===== config.mk =====
export PLATFORM = sky130hd
export DESIGN_NAME = proc_feeder
export DESIGN_NICKNAME = d
export VERILOG_FILES = /design/src/rtl/proc_feeder.sv
export SDC_FILE = /design/constraint.sdc
export NUM_CORES = 1
export LEC_CHECK = 0
export CORE_MARGIN = 2
export CORE_UTILIZATION = 56
export DETAILED_ROUTE_END_ITERATION = 10
export PLACE_DENSITY = 0.75
export RECOVER_POWER = 50
export SLEW_MARGIN = 20
export SYNTH_ARGS = -nofsm -noshare
export SYNTH_HDL_FRONTEND = slang
export SYNTH_SLANG_ARGS = --single-unit

===== constraint.sdc =====
create_clock -name Clock -period 3.4 [get_ports Clock]
set_clock_uncertainty 0.15 [all_clocks]
set_input_delay 0.68 -clock Clock [delete_from_list [all_inputs] [get_ports Clock]]
set_output_delay 0.68 -clock Clock [all_outputs]
set_load 0.02 [all_outputs]

===== src/rtl/proc_feeder.sv =====
// proc_feeder: program memory plus instruction sequencer that feeds a simple
// multi-cycle processor one 9-bit word at a time (DIN/Run handshake, Done
// completion flag). Words are loaded while idle, then executed from address 0
// until a HALT marker (opcode 111) is issued.
//
// Optional build macro: FEEDER_WATCHDOG_EN
//   defined   -> a 3-bit watchdog forces HALT with Error=1 after 8 WAIT cycles
//                without Done.
//   undefined -> WAIT persists until Done; Error stays 0.
module proc_feeder #(
    parameter int DEPTH  = 32,
    parameter int ADDR_W = $clog2(DEPTH)
) (
    input  logic              Clock,
    input  logic              Resetn,
    input  logic              Start,
    input  logic              LoadEn,
    input  logic [ADDR_W-1:0] LoadAddr,
    input  logic [8:0]        LoadData,
    input  logic              Done,
    output logic [8:0]        DIN,
    output logic              Run,
    output logic [ADDR_W-1:0] PC,
    output logic              Busy,
    output logic              Halted,
    output logic              Error,
    output logic [7:0]        InstrCount
);

    localparam logic [2:0] OP_MVI  = 3'b001;
    localparam logic [2:0] OP_HALT = 3'b111;

    typedef enum logic [2:0] {
        S_IDLE  = 3'd0,
        S_ISSUE = 3'd1,
        S_IMM   = 3'd2,
        S_WAIT  = 3'd3,
        S_HALT  = 3'd4
    } state_t;

    // Completed-instruction counter sticks at its maximum instead of wrapping.
    function automatic logic [7:0] sat_inc(input logic [7:0] value);
        if (value == 8'hFF) begin
            return value;
        end else begin
            return value + 8'd1;
        end
    endfunction

    state_t              state_q, state_d;
    logic [ADDR_W-1:0]   pc_q, pc_d;
    logic [7:0]          icount_q, icount_d;
    logic                halted_q, halted_d;
    logic                error_q, error_d;
`ifdef FEEDER_WATCHDOG_EN
    logic [2:0]          wdog_q, wdog_d;
`endif

    logic [8:0]          mem [DEPTH];
    logic [ADDR_W-1:0]   pc_plus1_s;
    logic [ADDR_W-1:0]   pc_plus2_s;
    logic [8:0]          cur_word_s;
    logic [8:0]          imm_word_s;
    logic [2:0]          opcode_s;
    logic                busy_s;
    logic [8:0]          din_s;
    logic                run_s;

    // Address arithmetic wraps naturally at ADDR_W bits (modulo DEPTH).
    assign pc_plus1_s = pc_q + ADDR_W'(1);
    assign pc_plus2_s = pc_q + ADDR_W'(2);
    assign cur_word_s = mem[pc_q];
    assign imm_word_s = mem[pc_plus1_s];
    assign opcode_s   = cur_word_s[8:6];
    assign busy_s     = (state_q == S_ISSUE) || (state_q == S_IMM) || (state_q == S_WAIT);

    // Program memory write port: loads only accepted while not executing; no reset.
    always_ff @(posedge Clock) begin
        if (LoadEn && !busy_s) begin
            mem[LoadAddr] <= LoadData;
        end
    end

    // Next-state and datapath update for the sequencer.
    always_comb begin
        state_d  = state_q;
        pc_d     = pc_q;
        icount_d = icount_q;
        halted_d = halted_q;
        error_d  = error_q;
`ifdef FEEDER_WATCHDOG_EN
        wdog_d   = wdog_q;
`endif
        case (state_q)
            S_IDLE, S_HALT: begin
                if (Start) begin
                    state_d  = S_ISSUE;
                    pc_d     = '0;
                    icount_d = 8'd0;
                    halted_d = 1'b0;
                    error_d  = 1'b0;
                end else begin
                    state_d  = state_q;
                end
            end
            S_ISSUE: begin
                if (opcode_s == OP_HALT) begin
                    // HALT marker is not an instruction: PC and count stay put.
                    state_d  = S_HALT;
                    halted_d = 1'b1;
                end else if (opcode_s == OP_MVI) begin
                    state_d  = S_IMM;
                end else begin
                    state_d  = S_WAIT;
`ifdef FEEDER_WATCHDOG_EN
                    wdog_d   = 3'd0;
`endif
                end
            end
            S_IMM: begin
                // Immediate handed over; mvi needs no Done from the processor.
                state_d  = S_ISSUE;
                pc_d     = pc_plus2_s;
                icount_d = sat_inc(icount_q);
            end
            S_WAIT: begin
                if (Done) begin
                    state_d  = S_ISSUE;
                    pc_d     = pc_plus1_s;
                    icount_d = sat_inc(icount_q);
                end else begin
`ifdef FEEDER_WATCHDOG_EN
                    if (wdog_q == 3'd7) begin
                        // Eighth WAIT cycle with no Done: give up, keep PC for diagnosis.
                        state_d  = S_HALT;
                        halted_d = 1'b1;
                        error_d  = 1'b1;
                    end else begin
                        wdog_d   = wdog_q + 3'd1;
                    end
`else
                    state_d  = S_WAIT;
`endif
                end
            end
            default: begin
                state_d  = S_IDLE;
            end
        endcase
    end

    // Sequencer state registers with asynchronous active-low reset.
    always_ff @(posedge Clock or negedge Resetn) begin
        if (!Resetn) begin
            state_q  <= S_IDLE;
            pc_q     <= '0;
            icount_q <= 8'd0;
            halted_q <= 1'b0;
            error_q  <= 1'b0;
`ifdef FEEDER_WATCHDOG_EN
            wdog_q   <= 3'd0;
`endif
        end else begin
            state_q  <= state_d;
            pc_q     <= pc_d;
            icount_q <= icount_d;
            halted_q <= halted_d;
            error_q  <= error_d;
`ifdef FEEDER_WATCHDOG_EN
            wdog_q   <= wdog_d;
`endif
        end
    end

    // Processor-facing word and strobe, decoded from the registered state.
    always_comb begin
        din_s = 9'd0;
        run_s = 1'b0;
        case (state_q)
            S_ISSUE: begin
                din_s = cur_word_s;
                run_s = (opcode_s != OP_HALT);
            end
            S_IMM: begin
                din_s = imm_word_s;
                run_s = 1'b0;
            end
            default: begin
                din_s = 9'd0;
                run_s = 1'b0;
            end
        endcase
    end

    assign DIN        = din_s;
    assign Run        = run_s;
    assign PC         = pc_q;
    assign Busy       = busy_s;
    assign Halted     = halted_q;
    assign Error      = error_q;
    assign InstrCount = icount_q;

endmodule


==> results by group, run 1 <==
Status
  • Status: finished, violations left
  • Failing checks: negative setup slack

Layout
  • Area Growth Syn to Fin: 18.31%
  • Most common cell after layout, fill and taps aside: edfxtp_1
  • Nets: 884
  • Share of post-route cells with drive strength above 1: around two fifths
  • Final Non-Filler Cells: around 1,200
  • Most frequent cells in the layout: edfxtp_1, mux4_2, buf_4, nor2_1, clkbuf_16

Floorplanning
  • Core Rows: 58
  • Core Area: around 25,000 um2
  • Die Y: 164.9 um
  • Die ar.: around 27,000 um2
  • # IOs: 45
  • Width of the chip: 164.9 um
  • Initial Util: ~57%

Power
  • Pwr Total: approximately 15 mW
  • Leak: approximately 5.6 nW
  • Max VDD drop: between 0.8 and 0.9 mV
  • PD cells: 874.7 nW/um2

CTS
  • CTS Buf Count: 31
  • Clk_lat worst skew: between 0.5 and 0.6 ns
  • Clk slew on worst S/H paths: about 0.06 ns
  • Hold buffers post-CTS: 0
  • Clock root buffer: clkbuf_16
  • CTS sink cnt: approximately 310
  • CTS tree: done
  • CTS Buffer Depth: 3
  • H-tree levels: 1

Routing
  • First DRT Iteration DRCs: roughly 1,200
  • Via/cell ratio: just under 7
  • Via count: about 8,300
  • WL final: approximately 37,000 um
  • Wire per inst: about 30 um
  • Drt pass-1 iters: 5
  • Routed Antenna Nets: 0
  • DRC: 0

Timing
  • Highest clock rate: approximately 250 MHz
  • Final max-slew violation count: 0
  • Fin crit share: 117.0%
  • Slew HR: about a tenth
  • Crit path time final: 3.977 ns
  • Hold Vio Cnt, Final: 0
  • Final setup viols: 10
  • Worst Slack Setup Final: -0.5769 ns
  • Worst slew pin tran: about 1.4 ns
  • Hold Worst Slack: ~0.37 ns
  • RSZ-0062 raised after global routing: true

Logic synthesis
  • Seq cells post-synth: approximately 300
  • Syn. warnings: 0
  • Syn avg cell area: 19.85 um2
  • Distinct cells, synth: 45
  • Syn Nets: around 750
  • Primary FF master, synth: edfxtp_1
  • Post-synthesis sequential area ratio: 62.62%
  • Post-synth ARST share: under 10%
  • EDFF count, synth: 288
  • Synth Cell Area: approximately 14,000 um2
  • Gate Count Post-Synth: 730

Worst setup path
  • Setup crit start kind: register
  • Critical-path top delay cell: mux4_2
  • Critical Path AT: approximately 3.2 ns
  • CP top delay family: multiplexers
  • Crit-path max FO: 10
  • CP Cell Sequence: ha_4, buf_12, buf_4, buf_12, mux4_2, mux4_2, mux2i_1, o22ai_2, buf_6
  • Required time worst endpoint: around 2.6 ns
  • Worst setup EP type: primary output
  • Slowest stage delay, CP: between 0.5 and 0.6 ns
  • Reg2reg start: state_q[1]$_DFFE_PN0P_
  • Worst setup path startpoint: PC[0]$_DFFE_PN0P_
  • CP bufs+invs: 4
  • Kind of critical path: reg2out

GRT
  • Overflow after GRT: 0
  • First-pass GRT wire length: between 50,000 and 60,000 um
  • Initial antenna violation count: 2
  • Vias in the first global route: about 8,600
  • Gr usage total: ~28%
  • Largest net degree at the start of global routing: 37

Placement
  • Dpl cells: around 1,100
  • Routability cong.: approximately 0.9
  • Port Buffers: 43
  • DP HPWL: roughly 23,000 um

Run
  • Number of max-cap violations: 0

Min path
  • Worst hold path class: reg2reg
  • Hold Startpoint: Halted$_DFFE_PN0P_
synthesized netlist by cell type (6+ instances only):
cell type	number	area share, %
nand2b_1	7	0.30
a21oi_1	12	0.41
nor2b_1	6	0.26
buf_2	20	0.69
nand3b_1	6	0.31
o21ai_0	14	0.48
mux4_2	170	26
buf_6	6	0.47
mux2i_1	28	1.9
clkbuf_1	8	0.21
edfxtp_1	288	60
nor2_1	54	1.4
buf_4	9	0.47
o22ai_1	9	0.39
nand2_1	18	0.47
dfrtp_1	17	2.9
area by class of cell:
type,count,area (um2)
Inverter,4,15.01
Multi-Input combinational cell,373,5136
Timing Repair Buffer,147,1549
Clock buffer,38,802.0
Tap cell,330,412.9
Fill cell,1593,8183
Sequential cell,305,9082
Clock inverter,19,143.9
Antenna cell,1,2.502
repair_timing:
action,in CTS,in global routing
gates cloned,6,1
setup endpoints to repair,10,10
resized for setup,62,4
setup buffers,10,1
pin swaps,4,2
routing by layer:
layer / up-vias / GRT usage, % / routed length [um]
met1: 4322 / 37.88 / 13080
met2: 539 / 45.99 / 18130
met4: 0 / 11.23 / 1557
met5: - / 0 / 0
li1: 3392 / - / -
met3: 96 / 6.931 / 4239
per-stage QoR:
step | utilization [%] | setup TNS [ns] | area (um2) | setup slack, ns
floorplan | - | 0 | 14500 | 0.07232
global placement | 62.69 | -2.466 | 15880 | -0.3055
detailed placement | 62.69 | -2.751 | 15880 | -0.3114
CTS | 67.66 | -4.843 | 17140 | -0.5429
global route | 67.68 | -5.782 | 17140 | -0.6450
finish | 67.69 | -4.966 | 17140 | -0.5769
worst register-to-register path, cell delays in order, from the launching register on:
cell and delay, ns:
dfrtp_1 0.39, buf_4 0.17, nor2_1 0.43, o21ai_0 0.24, or3_1 0.40, nor2_1 0.33
buf_4 0.27
power by group:
group	total, mW	switching [mW]	internal (mW)
Combinational	7.49	3.41	4.08
Sequential	4.31	0.0969	4.22
Clock	3.19	1.38	1.82
logic make-up after synthesis:
kind of cell	after synthesis	share of synthesized area, %
AOI/OAI and AO/OA	56	2.470
muxes	198	28.36
DFF	305	62.62
xor gates and xnor gates	7	0.5785
buffers and inverters	52	2.254
and+or+nand+nor	108	3.437
other	1	0.02588
adders and majority gates	3	0.2591
worst paths after layout:
kind | end | slack (ns) | cells after the start
worst max register to register | mem[28][3]$_DFFE_PP_ | 0.73 | 6
worst min register to register | Halted$_DFFE_PN0P_ | 0.37 | 2
max in group asynchronous | PC[1]$_DFFE_PN0P_ | 1.91 | 1
worst max-delay path | DIN[5] | -0.58 | 9
min in group asynchronous | InstrCount[5]$_DFFE_PN0P_ | 0.53 | 1
worst min-delay path | Halted$_DFFE_PN0P_ | 0.37 | 2
flip-flops by register name (all words and copies together), names as in the netlist:
| name | count |
|---|---|
| InstrCount | 8 |
| PC | 5 |
| Halted | 1 |
| state_q | 3 |
| mem | 288 |
Power figures use the tool's default switching activity.
==> run 2: changes to the inputs <==
--- a/config.mk
+++ b/config.mk
@@ -5,8 +5,10 @@
 export SDC_FILE = /design/constraint.sdc
 export NUM_CORES = 1
 export LEC_CHECK = 0
+export CORE_ASPECT_RATIO = 0.75
 export CORE_MARGIN = 2
 export CORE_UTILIZATION = 56
+export CTS_CLUSTER_DIAMETER = 80
 export DETAILED_ROUTE_END_ITERATION = 10
 export PLACE_DENSITY = 0.75
 export RECOVER_POWER = 50
==> results by group, run 2 (synthesis gave the netlist of run 1 again) <==
Layout
  • Nets: 899 (+1.7%)
  • Multi-input logic area: 5152 um2 (+0.32%)
  • FILL cells: 1,529 (-4.0%)
  • Top reg by flops: mem
  • Area Growth Syn to Fin: 19.46%
  • Most common cell after layout, fill and taps aside: edfxtp_1
  • Final Core Density: 68.66% (+0.97 points)
  • Most frequent cells in the layout: edfxtp_1, mux4_2, buf_4, nor2_1, clkbuf_16
  • FF+latch area: 9082 um2 (unchanged)
  • Final Non-Filler Cells: 1,238 (+1.7%)
  • Max FFs per register: 288 (unchanged)
  • Share of post-route cells with drive strength above 1: 39.27% (+0.67 points)

Worst setup path
  • Setup crit start kind: register
  • Worst setup path startpoint: PC[1]$_DFFE_PN0P_
  • Critical-path top delay cell: dfrtp_4
  • Critical Path AT: 3.07 ns (-0.08 ns)
  • CP bufs+invs: 3 (-1)
  • Critical R2R Capture: mem[8][2]$_DFFE_PP_
  • Kind of critical path: reg2out
  • Crit-path most repeated cell: mux4_2
  • CP Cell Sequence: ha_4, buf_8, buf_12, mux4_2, mux4_2, mux2i_1, o22ai_2, buf_6
  • Reg2reg start: state_q[1]$_DFFE_PN0P_
  • Required time worst endpoint: 2.57 ns (about the same)
  • CP top delay family: multiplexers
  • Worst setup path end: DIN[0]
  • R2r setup slk: 0.61 ns (-0.12 ns)
  • Crit-path max FO: 7 (-3)
  • Slowest stage delay, CP: 0.52 ns (about the same)
  • Stages on worst setup path: 8 (-1)
  • Worst R2R Path Depth: 6 (unchanged)
  • Worst setup EP type: primary output

Timing
  • Worst slew pin tran: 1.460 ns (+0.1098 ns)
  • Hold Worst Slack: 0.3446 ns (-0.02748 ns)
  • Slew HR: 2.667% (-7.3 points)
  • RSZ-0062 raised after global routing: true
  • Hold Vio Cnt, Final: 0 (unchanged)
  • Final setup viols: 10 (unchanged)
  • Highest clock rate: 256.2 MHz (+1.9%)
  • Final max-slew violation count: 0 (unchanged)
  • Worst Slack Setup Final: -0.5039 ns (+0.07303 ns)
  • Crit path time final: 3.904 ns (-0.07303 ns)
  • Fin crit share: 114.8% (-2.1 points)

Routing
  • Via/cell ratio: 6.863 (about the same)
  • Via count: 8,496 (+1.8%)
  • Drt pass-1 iters: 5 (unchanged)
  • First DRT Iteration DRCs: 1,101 (-4.3%)
  • Wire per inst: 29.16 um (-4.1%)
  • DRC: 0 (unchanged)
  • WL final: 36,100 um (-2.5%)
  • Routed Antenna Nets: 0 (unchanged)

Power
  • Internal Dissipation: 10.17 mW (+0.58%)
  • Leak: 5.729 nW (+1.6%)
  • Combinational share of power: 49.8% (-0.2 points)
  • PD cells: 866.7 nW/um2 (-0.92%)
  • Switching Power: 4.832 mW (-1.1%)
  • Pwr Total: 15.00 mW (about the same)
  • Switching part of the total: 32.21% (-0.36 points)
  • Seq pwr share: 28.8% (about the same)
  • Max VDD drop: 0.7095 mV (-12%)
  • Clock power share: 21.3% (about the same)

GRT
  • Largest net degree at the start of global routing: 33 (-11%)
  • Initial antenna violation count: 0 (-2)
  • First-pass GRT wire length: 54,860 um (+0.20%)
  • Vias in the first global route: 8,556 (-0.29%)
  • Overflow after GRT: 0 (unchanged)
  • Gr usage total: 27.88% (-0.57 points)

CTS
  • CTS sink cnt: 305 (unchanged)
  • CTS Buffer Depth: 3 (unchanged)
  • Hold buffers post-CTS: 0 (unchanged)
  • CTS Buf Count: 30 (-3.2%)
  • CTS tree: done
  • H-tree levels: 1 (unchanged)
  • Clk slew on worst S/H paths: 0.07 ns (about the same)
  • Clock root buffer: clkbuf_16
  • Clk_lat worst skew: 0.56 ns (about the same)

Floorplanning
  • Core Area: 25,210 um2 (-0.45%)
  • # IOs: 45 (unchanged)
  • Die ar.: 27,190 um2 (about the same)
  • Initial Util: 57.47% (+0.26 points)
  • Core Rows: 50 (-14%)
  • Width of the chip: 189.7 um (+15%)
  • Die Y: 143.3 um (-13%)

Placement
  • Dpl cells: 1,172 (+2.5%)
  • Port Buffers: 43 (unchanged)
  • Routability cong.: 0.8819 (+0.74%)
  • DP HPWL: 23,960 um (+3.2%)

Run
  • Number of max-cap violations: 0 (unchanged)

Min path
  • Worst hold path class: reg2reg

Status
  • Failing checks: negative setup slack
  • Status: finished, violations left
## run 2: power by group through the flow
stage	Clock, mW	Combinational [mW]	Sequential [mW]
2_1_floorplan	0	4.49	4.38
3_3_place_gp	0	6.56	4.38
3_5_place_dp	0	6.68	4.40
4_1_cts	3.26	7.46	4.32
5_1_grt	3.40	7.84	4.34
6_report	3.20	7.48	4.33
## run 2: area by class of cell
type	instances	area share, %
multi-input cells	373	29.76
repair buffers	163	9.751
inverters	4	0.08674
flip-flops and latches	305	52.47
clock inverters	17	0.9830
well taps	338	2.443
clock buffers	37	4.489
diodes	1	0.01446
## run 2: worst min-delay path: stages, from the launching register on
cell and delay, ns:
dfrtp_1 0.35, nand2_1 0.05, o21ai_1 0.06
## run 2: how the worst min path moves through the flow
stage / from / end / slack (ns) / cells past startpoint
floorplan: Resetn / Halted$_DFFE_PN0P_ / 0.23 / 0
global placement: Halted$_DFFE_PN0P_ / Halted$_DFFE_PN0P_ / 0.32 / 2
detailed placement: Halted$_DFFE_PN0P_ / Halted$_DFFE_PN0P_ / 0.34 / 2
CTS: Halted$_DFFE_PN0P_ / Halted$_DFFE_PN0P_ / 0.35 / 2
global route: Halted$_DFFE_PN0P_ / Halted$_DFFE_PN0P_ / 0.39 / 2
finish: Halted$_DFFE_PN0P_ / Halted$_DFFE_PN0P_ / 0.34 / 2
## run 2: routing by layer
metal	vias to the layer above	wire (um)	global-route usage, %
li1	3431	-	-
met1	4434	14340	41.09
met2	533	16800	42.66
met3	98	3814	6.178
met4	0	1143	8.486
met5	-	0	0
## run 2: per-stage QoR
step / setup slack, ns / area (um2) / setup TNS [ns]
5_1_grt: -0.5564 / 17310 / -5.302
4_1_cts: -0.4961 / 17320 / -4.515
2_1_floorplan: 0.07232 / 14500 / 0
3_5_place_dp: -0.3155 / 16060 / -2.703
6_report: -0.5039 / 17310 / -4.592
3_3_place_gp: -0.2917 / 16060 / -2.382
## run 2: timing repair
item | in CTS | in global routing
pin swaps | 6 | 0
endpoints found under the setup margin | 10 | 10
buffers inserted | 6 | 0
gates resized for setup | 79 | 2
cloned | 6 | 0
endpoints found under the hold margin | 0 | 0
